**config.mk**
```make
export PLATFORM = sky130hd
export DESIGN_NAME = fxp_accumulator
export DESIGN_NICKNAME = d
export VERILOG_FILES = /design/src/rtl/fxp_accumulator.sv
export SDC_FILE = /design/constraint.sdc
export NUM_CORES = 1
export LEC_CHECK = 0
export CAP_MARGIN = 10
export CORE_MARGIN = 8
export CORE_UTILIZATION = 24
export CTS_CLUSTER_SIZE = 10
export DETAILED_ROUTE_END_ITERATION = 8
export PLACE_DENSITY = 0.46
export REMOVE_ABC_BUFFERS = 1
export SKIP_LAST_GASP = 1
export SLEW_MARGIN = 15
export SYNTH_ARGS = -nofsm -noshare
export SYNTH_HDL_FRONTEND = slang
export SYNTH_SLANG_ARGS = --single-unit
```
**constraint.sdc**
```tcl
create_clock -name clk -period 3.4 [get_ports clk]
set_clock_uncertainty 0.1 [all_clocks]
set_input_delay 0.68 -clock clk [delete_from_list [all_inputs] [get_ports clk]]
set_output_delay 0.68 -clock clk [all_outputs]
set_load 0.01 [all_outputs]
```
**src/rtl/fxp_accumulator.sv**
```systemverilog
// ---------------------------------------------------------------------------
// fxp_accumulator
//
// Purpose:
//   Sums (or differences) ACC_LEN signed fixed-point samples into one result
//   frame. Each step is evaluated exactly in DATA_WIDTH+1 bits, so both
//   out-of-range directions can be detected. Each out-of-range step either
//   saturates (SATURATE=1) or wraps (SATURATE=0), and it also sets a sticky
//   flag for the frame. The arithmetic ignores the binary point, so
//   FIXED_PNT only documents the number format.
//
// Ports:
//   clk           in   clock, all state updates on the rising edge
//   rst_n         in   synchronous active-low reset
//   in_valid      in   in_data / in_sub are valid
//   in_ready      out  block can accept a sample (low only while a result waits)
//   in_data       in   signed sample, DATA_WIDTH bits
//   in_sub        in   1 = subtract sample, 0 = add sample
//   out_valid     out  result valid (state is HOLD)
//   out_ready     in   consumer accepts the result (ignored outside HOLD)
//   out_data      out  signed accumulated result, DATA_WIDTH bits
//   out_overflow  out  some step of the frame exceeded the maximum
//   out_underflow out  some step of the frame went below the minimum
// ---------------------------------------------------------------------------
module fxp_accumulator #(
    parameter int DATA_WIDTH = 16,
    parameter int FIXED_PNT  = 8,
    parameter int ACC_LEN    = 4,
    parameter int SATURATE   = 1
) (
    input  logic                  clk,
    input  logic                  rst_n,
    input  logic                  in_valid,
    output logic                  in_ready,
    input  logic [DATA_WIDTH-1:0] in_data,
    input  logic                  in_sub,
    output logic                  out_valid,
    input  logic                  out_ready,
    output logic [DATA_WIDTH-1:0] out_data,
    output logic                  out_overflow,
    output logic                  out_underflow
);

    localparam int CNT_W = $clog2(ACC_LEN + 1);
    localparam logic [CNT_W-1:0] CNT_LAST = CNT_W'(ACC_LEN);
    localparam logic [CNT_W-1:0] CNT_ONE  = CNT_W'(1);
    localparam logic [DATA_WIDTH-1:0] ACC_MAX = {1'b0, {(DATA_WIDTH-1){1'b1}}};
    localparam logic [DATA_WIDTH-1:0] ACC_MIN = {1'b1, {(DATA_WIDTH-1){1'b0}}};

    // An illegal parameter set elaborates nothing usable.
    if (ACC_LEN < 1 || FIXED_PNT < 0 || FIXED_PNT > DATA_WIDTH) begin : g_illegal_params
        illegal_fxp_accumulator_parameters u_illegal ();
    end

    typedef enum logic [1:0] {
        ST_IDLE  = 2'b00,
        ST_ACCUM = 2'b01,
        ST_HOLD  = 2'b10
    } state_t;

    // One accumulation step: returns {overflow, underflow, new_acc}.
    // The operands are sign-extended by one bit so that the exact sum cannot
    // wrap. Negating the most negative sample also stays in range. The top
    // two bits of the exact sum disagree only when the sum is outside the
    // DATA_WIDTH range. A sum that lands exactly on max or min leaves both
    // flags clear.
    function automatic logic [DATA_WIDTH+1:0] acc_step(
        input logic [DATA_WIDTH-1:0] base,
        input logic [DATA_WIDTH-1:0] sample,
        input logic                  sub
    );
        logic [DATA_WIDTH:0]   base_x;
        logic [DATA_WIDTH:0]   samp_x;
        logic [DATA_WIDTH:0]   oper;
        logic [DATA_WIDTH:0]   exact;
        logic                  ovf;
        logic                  unf;
        logic [DATA_WIDTH-1:0] res;
        base_x = {base[DATA_WIDTH-1], base};
        samp_x = {sample[DATA_WIDTH-1], sample};
        if (sub) begin
            oper = (~samp_x) + (DATA_WIDTH+1)'(1);
        end else begin
            oper = samp_x;
        end
        exact = base_x + oper;
        ovf   = ~exact[DATA_WIDTH] &  exact[DATA_WIDTH-1];
        unf   =  exact[DATA_WIDTH] & ~exact[DATA_WIDTH-1];
        if (SATURATE != 0 && ovf) begin
            res = ACC_MAX;
        end else if (SATURATE != 0 && unf) begin
            res = ACC_MIN;
        end else begin
            res = exact[DATA_WIDTH-1:0];
        end
        return {ovf, unf, res};
    endfunction

    state_t                state_q,    state_d;
    logic [DATA_WIDTH-1:0] acc_q,      acc_d;
    logic [CNT_W-1:0]      cnt_q,      cnt_d;
    logic                  ovf_q,      ovf_d;       // running sticky flags of the frame
    logic                  unf_q,      unf_d;
    logic [DATA_WIDTH-1:0] out_data_q, out_data_d;  // result captured on the final accept
    logic                  out_ovf_q,  out_ovf_d;
    logic                  out_unf_q,  out_unf_d;

    logic                  accept_s;
    logic [DATA_WIDTH-1:0] step_base_s;
    logic [DATA_WIDTH+1:0] step_s;
    logic                  step_ovf_s;
    logic                  step_unf_s;
    logic [DATA_WIDTH-1:0] step_acc_s;
    logic [CNT_W-1:0]      cnt_next_s;
    logic                  ovf_next_s;
    logic                  unf_next_s;

    assign in_ready      = (state_q != ST_HOLD);
    assign out_valid     = (state_q == ST_HOLD);
    assign out_data      = out_data_q;
    assign out_overflow  = out_ovf_q;
    assign out_underflow = out_unf_q;

    // Step datapath: a new frame starts from zero with cleared flags.
    always_comb begin
        accept_s = in_valid & in_ready;
        if (state_q == ST_IDLE) begin
            step_base_s = '0;
            cnt_next_s  = CNT_ONE;
        end else begin
            step_base_s = acc_q;
            cnt_next_s  = cnt_q + CNT_ONE;
        end
        step_s     = acc_step(step_base_s, in_data, in_sub);
        step_ovf_s = step_s[DATA_WIDTH+1];
        step_unf_s = step_s[DATA_WIDTH];
        step_acc_s = step_s[DATA_WIDTH-1:0];
        if (state_q == ST_IDLE) begin
            ovf_next_s = step_ovf_s;
            unf_next_s = step_unf_s;
        end else begin
            ovf_next_s = ovf_q | step_ovf_s;
            unf_next_s = unf_q | step_unf_s;
        end
    end

    // Next-state logic for the IDLE / ACCUM / HOLD frame sequencer.
    always_comb begin
        state_d    = state_q;
        acc_d      = acc_q;
        cnt_d      = cnt_q;
        ovf_d      = ovf_q;
        unf_d      = unf_q;
        out_data_d = out_data_q;
        out_ovf_d  = out_ovf_q;
        out_unf_d  = out_unf_q;
        case (state_q)
            ST_IDLE, ST_ACCUM: begin
                if (accept_s) begin
                    acc_d = step_acc_s;
                    cnt_d = cnt_next_s;
                    ovf_d = ovf_next_s;
                    unf_d = unf_next_s;
                    if (cnt_next_s == CNT_LAST) begin
                        // Final sample: publish the frame result for HOLD.
                        state_d    = ST_HOLD;
                        out_data_d = step_acc_s;
                        out_ovf_d  = ovf_next_s;
                        out_unf_d  = unf_next_s;
                    end else begin
                        state_d = ST_ACCUM;
                    end
                end else begin
                    state_d = state_q;
                end
            end
            ST_HOLD: begin
                if (out_ready) begin
                    state_d = ST_IDLE;
                    acc_d   = '0;
                    cnt_d   = '0;
                end else begin
                    state_d = ST_HOLD;
                end
            end
            default: begin
                state_d = ST_IDLE;
                acc_d   = '0;
                cnt_d   = '0;
                ovf_d   = 1'b0;
                unf_d   = 1'b0;
            end
        endcase
    end

    // State and result registers with synchronous active-low reset.
    always_ff @(posedge clk) begin
        if (!rst_n) begin
            state_q    <= ST_IDLE;
            acc_q      <= '0;
            cnt_q      <= '0;
            ovf_q      <= 1'b0;
            unf_q      <= 1'b0;
            out_data_q <= '0;
            out_ovf_q  <= 1'b0;
            out_unf_q  <= 1'b0;
        end else begin
            state_q    <= state_d;
            acc_q      <= acc_d;
            cnt_q      <= cnt_d;
            ovf_q      <= ovf_d;
            unf_q      <= unf_d;
            out_data_q <= out_data_d;
            out_ovf_q  <= out_ovf_d;
            out_unf_q  <= out_unf_d;
        end
    end

endmodule
```
==> report_table.html <==
<table>
<tr><th>Metric</th><th>Value</th></tr>
<tr><th colspan="2">Route</th></tr>
<tr><td>Avg WL per Cell</td><td>~15 um</td></tr>
<tr><td>Number of remaining DRC errors</td><td>0</td></tr>
<tr><td>Total via count after detailed routing</td><td>roughly 3,200</td></tr>
<tr><td>Drt first-iter violations</td><td>roughly 130</td></tr>
<tr><td>Wire length after detailed routing</td><td>9860 um</td></tr>
<tr><td>Count of nets left with antenna violations after detail routing</td><td>0</td></tr>
<tr><td>Via density per instance</td><td>between 4 and 5</td></tr>
<tr><td>First-pass detailed-route iteration total</td><td>4</td></tr>
<tr><th colspan="2">Cells and area</th></tr>
<tr><td>Number of nets in the layout</td><td>about 540</td></tr>
<tr><td>Count of placed standard cells in the final layout, fillers left out</td><td>between 600 and 700</td></tr>
<tr><td>Layout Cell Area excl Fill</td><td>5080 um^2</td></tr>
<tr><td>Antenna diodes</td><td>0</td></tr>
<tr><td>Ratio of cells with drive above 1 in the final layout</td><td>~40%</td></tr>
<tr><td>Layout fillers</td><td>between 1,000 and 1,500</td></tr>
<tr><td>Synthesis-to-finish area growth</td><td>69.2%</td></tr>
<tr><th colspan="2">Pwr</th></tr>
<tr><td>Post-layout power</td><td>1.90 mW</td></tr>
<tr><td>Sw power</td><td>between 0.6 and 0.7 mW</td></tr>
<tr><td>IR Drop Worst-Case VDD</td><td>0.211 mV</td></tr>
<tr><td>Lkg Pwr</td><td>roughly 2 nW</td></tr>
<tr><td>Part of the total power dissipated in the clock network</td><td>26.4%</td></tr>
<tr><td>Gate power share</td><td>a little under half</td></tr>
<tr><td>Share of total power in sequential cells</td><td>between 20 and 30%</td></tr>
<tr><td>Net switching share of the total power</td><td>about 34%</td></tr>
<tr><td>Power per cell area</td><td>about 370 nW/um^2</td></tr>
<tr><td>Internal</td><td>between 1 and 1.5 mW</td></tr>
<tr><th colspan="2">Clock network</th></tr>
<tr><td>H-tree depth reported by CTS</td><td>2</td></tr>
<tr><td># hold bufs at CTS</td><td>0</td></tr>
<tr><td>Clock tree from TritonCTS</td><td>done</td></tr>
<tr><td>Post-CTS clock slew at the launch and capture registers of the worst setup and hold paths</td><td>~0.060 ns</td></tr>
<tr><td>Number of buffers on the longest clock path</td><td>2</td></tr>
<tr><td>Clk_lat worst skew</td><td>roughly 0.28 ns</td></tr>
<tr><td>Number of buffers added by the clock tree synthesis step</td><td>5</td></tr>
<tr><td>Clk Tree Root Cell</td><td>clkbuf_16</td></tr>
<tr><td>Sink count of the clock tree</td><td>41</td></tr>
<tr><th colspan="2">Yosys</th></tr>
<tr><td>Synth Area per Inst</td><td>a little under 8 um^2</td></tr>
<tr><td>Top cells by instance count after synthesis</td><td>a21oi_1 (55), o21ai_0 (49), dfxtp_1 (41)</td></tr>
<tr><td>Area share of the leading cell type in the synthesized netlist</td><td>about 27%</td></tr>
<tr><td>Mapped Area</td><td>around 3000 um^2</td></tr>
<tr><td>Library cells used by synthesis</td><td>55</td></tr>
<tr><td>Asr flop ratio synth</td><td>0%</td></tr>
<tr><td>Post-synthesis cell type with the largest combined area</td><td>dfxtp_1</td></tr>
<tr><td>Warnings, synthesis</td><td>0</td></tr>
<tr><td>Area contributors post-synth</td><td>dfxtp_1 (27%), a21oi_1 (9.2%), o21ai_0 (8.2%)</td></tr>
<tr><td>Number of register bits inferred by synthesis</td><td>41</td></tr>
<tr><td>Number of enable-type register cells in the synthesized netlist</td><td>0</td></tr>
<tr><td>Ys flop type</td><td>dfxtp_1</td></tr>
<tr><td>Syn Inst Count</td><td>382</td></tr>
<tr><td>Count leader, synth</td><td>a21oi_1</td></tr>
<tr><td>Fraction of the yosys area taken by sequential cells</td><td>27.3%</td></tr>
<tr><th colspan="2">Floorplanning</th></tr>
<tr><td>Placeable core area</td><td>~12,000 um^2</td></tr>
<tr><td>Floorplan row count</td><td>between 40 and 50</td></tr>
<tr><td>Die height</td><td>approximately 130 um</td></tr>
<tr><td>Horizontal die dimension</td><td>128 um</td></tr>
<tr><td>Die ar.</td><td>about 16,000 um^2</td></tr>
<tr><td>Top-level I/O count</td><td>41</td></tr>
<tr><td>Initial Util</td><td>24.2%</td></tr>
<tr><th colspan="2">Status</th></tr>
<tr><td>Failing checks</td><td>setup timing</td></tr>
<tr><td>Status</td><td>finished, violations left</td></tr>
<tr><th colspan="2">Critical path</th></tr>
<tr><td>Critical path endpoint category</td><td>register</td></tr>
<tr><td>Category of the worst setup path launch point</td><td>input pin</td></tr>
<tr><td>Arr. time, crit path</td><td>between 3 and 4 ns</td></tr>
<tr><td>Cell count of the worst reg-to-reg path</td><td>14</td></tr>
<tr><td>Critical-path maximum fanout</td><td>11</td></tr>
<tr><td>Endpoint required time on the critical path</td><td>approximately 3.5 ns</td></tr>
<tr><td>CP Class</td><td>input pin to register</td></tr>
<tr><th colspan="2">Global routing</th></tr>
<tr><td>GRT Residual Overflow</td><td>0</td></tr>
<tr><td>Wire length of the first global-routing pass</td><td>between 15,000 and 20,000 um</td></tr>
<tr><td>Gr usage total</td><td>about an eighth</td></tr>
<tr><td>Vias in the first global route</td><td>around 3,300</td></tr>
<tr><td>Initial antenna violation count</td><td>0</td></tr>
<tr><td>Pin count of the biggest net entering global routing</td><td>34</td></tr>
<tr><th colspan="2">Placement</th></tr>
<tr><td>Placed wire-length estimate after detailed placement</td><td>6760 um</td></tr>
<tr><td>Total of buffers placed on input and output ports</td><td>40</td></tr>
<tr><td>Total instance count after detailed placement</td><td>649</td></tr>
<tr><td>Area post-placement</td><td>around 4100 um^2</td></tr>
<tr><td>Placer congestion estimate</td><td>approximately 0.76</td></tr>
<tr><th colspan="2">STA</th></tr>
<tr><td>Highest clock frequency the design can meet</td><td>between 200 and 300 MHz</td></tr>
<tr><td>Setup repair after global routing missed its margin</td><td>true</td></tr>
<tr><td>Tcrit/Tclk final</td><td>103%</td></tr>
<tr><td>Post-Route Setup TNS</td><td>-2.22 ns</td></tr>
<tr><td>Tightest Pin Transition</td><td>between 0.4 and 0.5 ns</td></tr>
<tr><td>Setup-failing EPs final</td><td>36</td></tr>
<tr><td>Relative max-transition margin</td><td>between 60 and 70%</td></tr>
<tr><td>Final hold violations</td><td>0</td></tr>
<tr><td>Worst-case setup margin in the final layout</td><td>-0.114 ns</td></tr>
<tr><td>Final Max Tran Viols</td><td>0</td></tr>
<tr><td>Tmin final</td><td>between 3 and 4 ns</td></tr>
<tr><th colspan="2">Worst hold path</th></tr>
<tr><td>Type of the most critical hold path</td><td>register to register</td></tr>
<tr><td>Cell depth of the worst min-delay path</td><td>2</td></tr>
<tr><th colspan="2">Flow run</th></tr>
<tr><td>Number of maximum-capacitance constraint violations</td><td>0</td></tr>
</table>
## state kept, by name, indices dropped and copies added, names as in the netlist
name / flops
acc_q: 16
out_data: 16
cnt_q: 3
state_q: 2
out_overflow: 1
out_underflow: 1
ovf_q: 1
unf_q: 1
## stage by stage
stage / worst slack, ns / hold WS (ns) / utilization [%]
2_1_floorplan: -1.10 / 0.326 / -
3_3_place_gp: -0.940 / 0.340 / 33.1
3_5_place_dp: -1.04 / 0.346 / 33.1
4_1_cts: -0.168 / 0.368 / 38.2
5_1_grt: -0.212 / 0.415 / 40.9
6_report: -0.114 / 0.365 / 40.9
## what timing repair did
item	CTS	global route
pin swaps	45	54
setup endpoints to repair	36	36
endpoints found under the hold margin	0	0
buffers inserted	10	6
gates resized for setup	126	62
gates cloned	3	1
## cell usage in the layout, fill, tap and decap left out, types with 10 or more instances in the layout
master           instances
nor2_1                  13
buf_6                   14
a21oi_1                 35
dfxtp_1                 41
a31oi_1                 11
nand2_1                 16
ha_1                    15
buf_4                   77
xnor2_1                 20
a21oi_2                 16
and2_1                  31
inv_1                   10
clkdlybuf4s50_1         27
o21ai_0                 38
## layout make-up
cell class                      count  area (um^2)  share of cell area (%)
Inverter                           12         47.5                   0.935
Timing Repair Buffer              135         1240                    24.3
Clock inverter                      1         5.00                  0.0984
Sequential cell                    41          821                    16.1
Clock buffer                        7          153                    3.00
Multi-Input combinational cell    308         2610                    51.3
Tap cell                          172          215                    4.23
## metal layers
metal,wire length (um),global-route usage (%),vias up,part of all wire [%]
li1,-,-,1629,-
met1,4190,14.0,1521,43
met2,5240,22.1,45,53
met3,275,2.37,12,2.8
met4,144,3.15,0,1.5
met5,0,0,-,0
## power groups by stage
stage	Clock [mW]	Combinational [mW]	Sequential, mW
after global routing	0.536	0.944	0.526
after detailed placement	0	0.581	0.532
final	0.501	0.874	0.523
after global placement	0	0.574	0.532
after floorplan	0	0.318	0.528
after CTS	0.514	0.773	0.522
## worst paths after layout
path                                               from                  endpoint  slack (ns)
worst max register to register  state_q[0]$_SDFFE_PN0N_  out_data[2]$_SDFFE_PN0P_        0.19
worst min-delay path              cnt_q[1]$_SDFFE_PN0P_     cnt_q[1]$_SDFFE_PN0P_        0.37
worst min register to register    cnt_q[1]$_SDFFE_PN0P_     cnt_q[1]$_SDFFE_PN0P_        0.37
worst max-delay path                         in_data[0]  out_data[2]$_SDFFE_PN0P_       -0.11
## kinds of logic (layout without fill, tap and decap cells)
family | after synthesis | in the layout | share of synthesized area (%)
muxes | 1 | 1 | 0.375
DFF | 41 | 41 | 27.3
AOI/OAI and AO/OA | 158 | 158 | 31.5
xor gates and xnor gates | 30 | 30 | 9.24
adders and majority gates | 19 | 19 | 8.16
buffers and inverters | 33 | 155 | 4.95
and+or+nand+nor | 100 | 100 | 18.4
## critical path: stages
cell	delay, ns
buf_8	0.10
nor4_4	0.25
buf_4	0.17
inv_4	0.04
o41ai_4	0.22
xnor2_1	0.11
ha_1	0.33
buf_6	0.13
o21ai_4	0.05
a211oi_2	0.29
o21ai_4	0.12
o311ai_4	0.33
xor2_2	0.17
buf_6	0.19
nand2_4	0.09
buf_12	0.16
a31oi_1	0.18
Note: power is estimated with default switching activity, not from simulation.
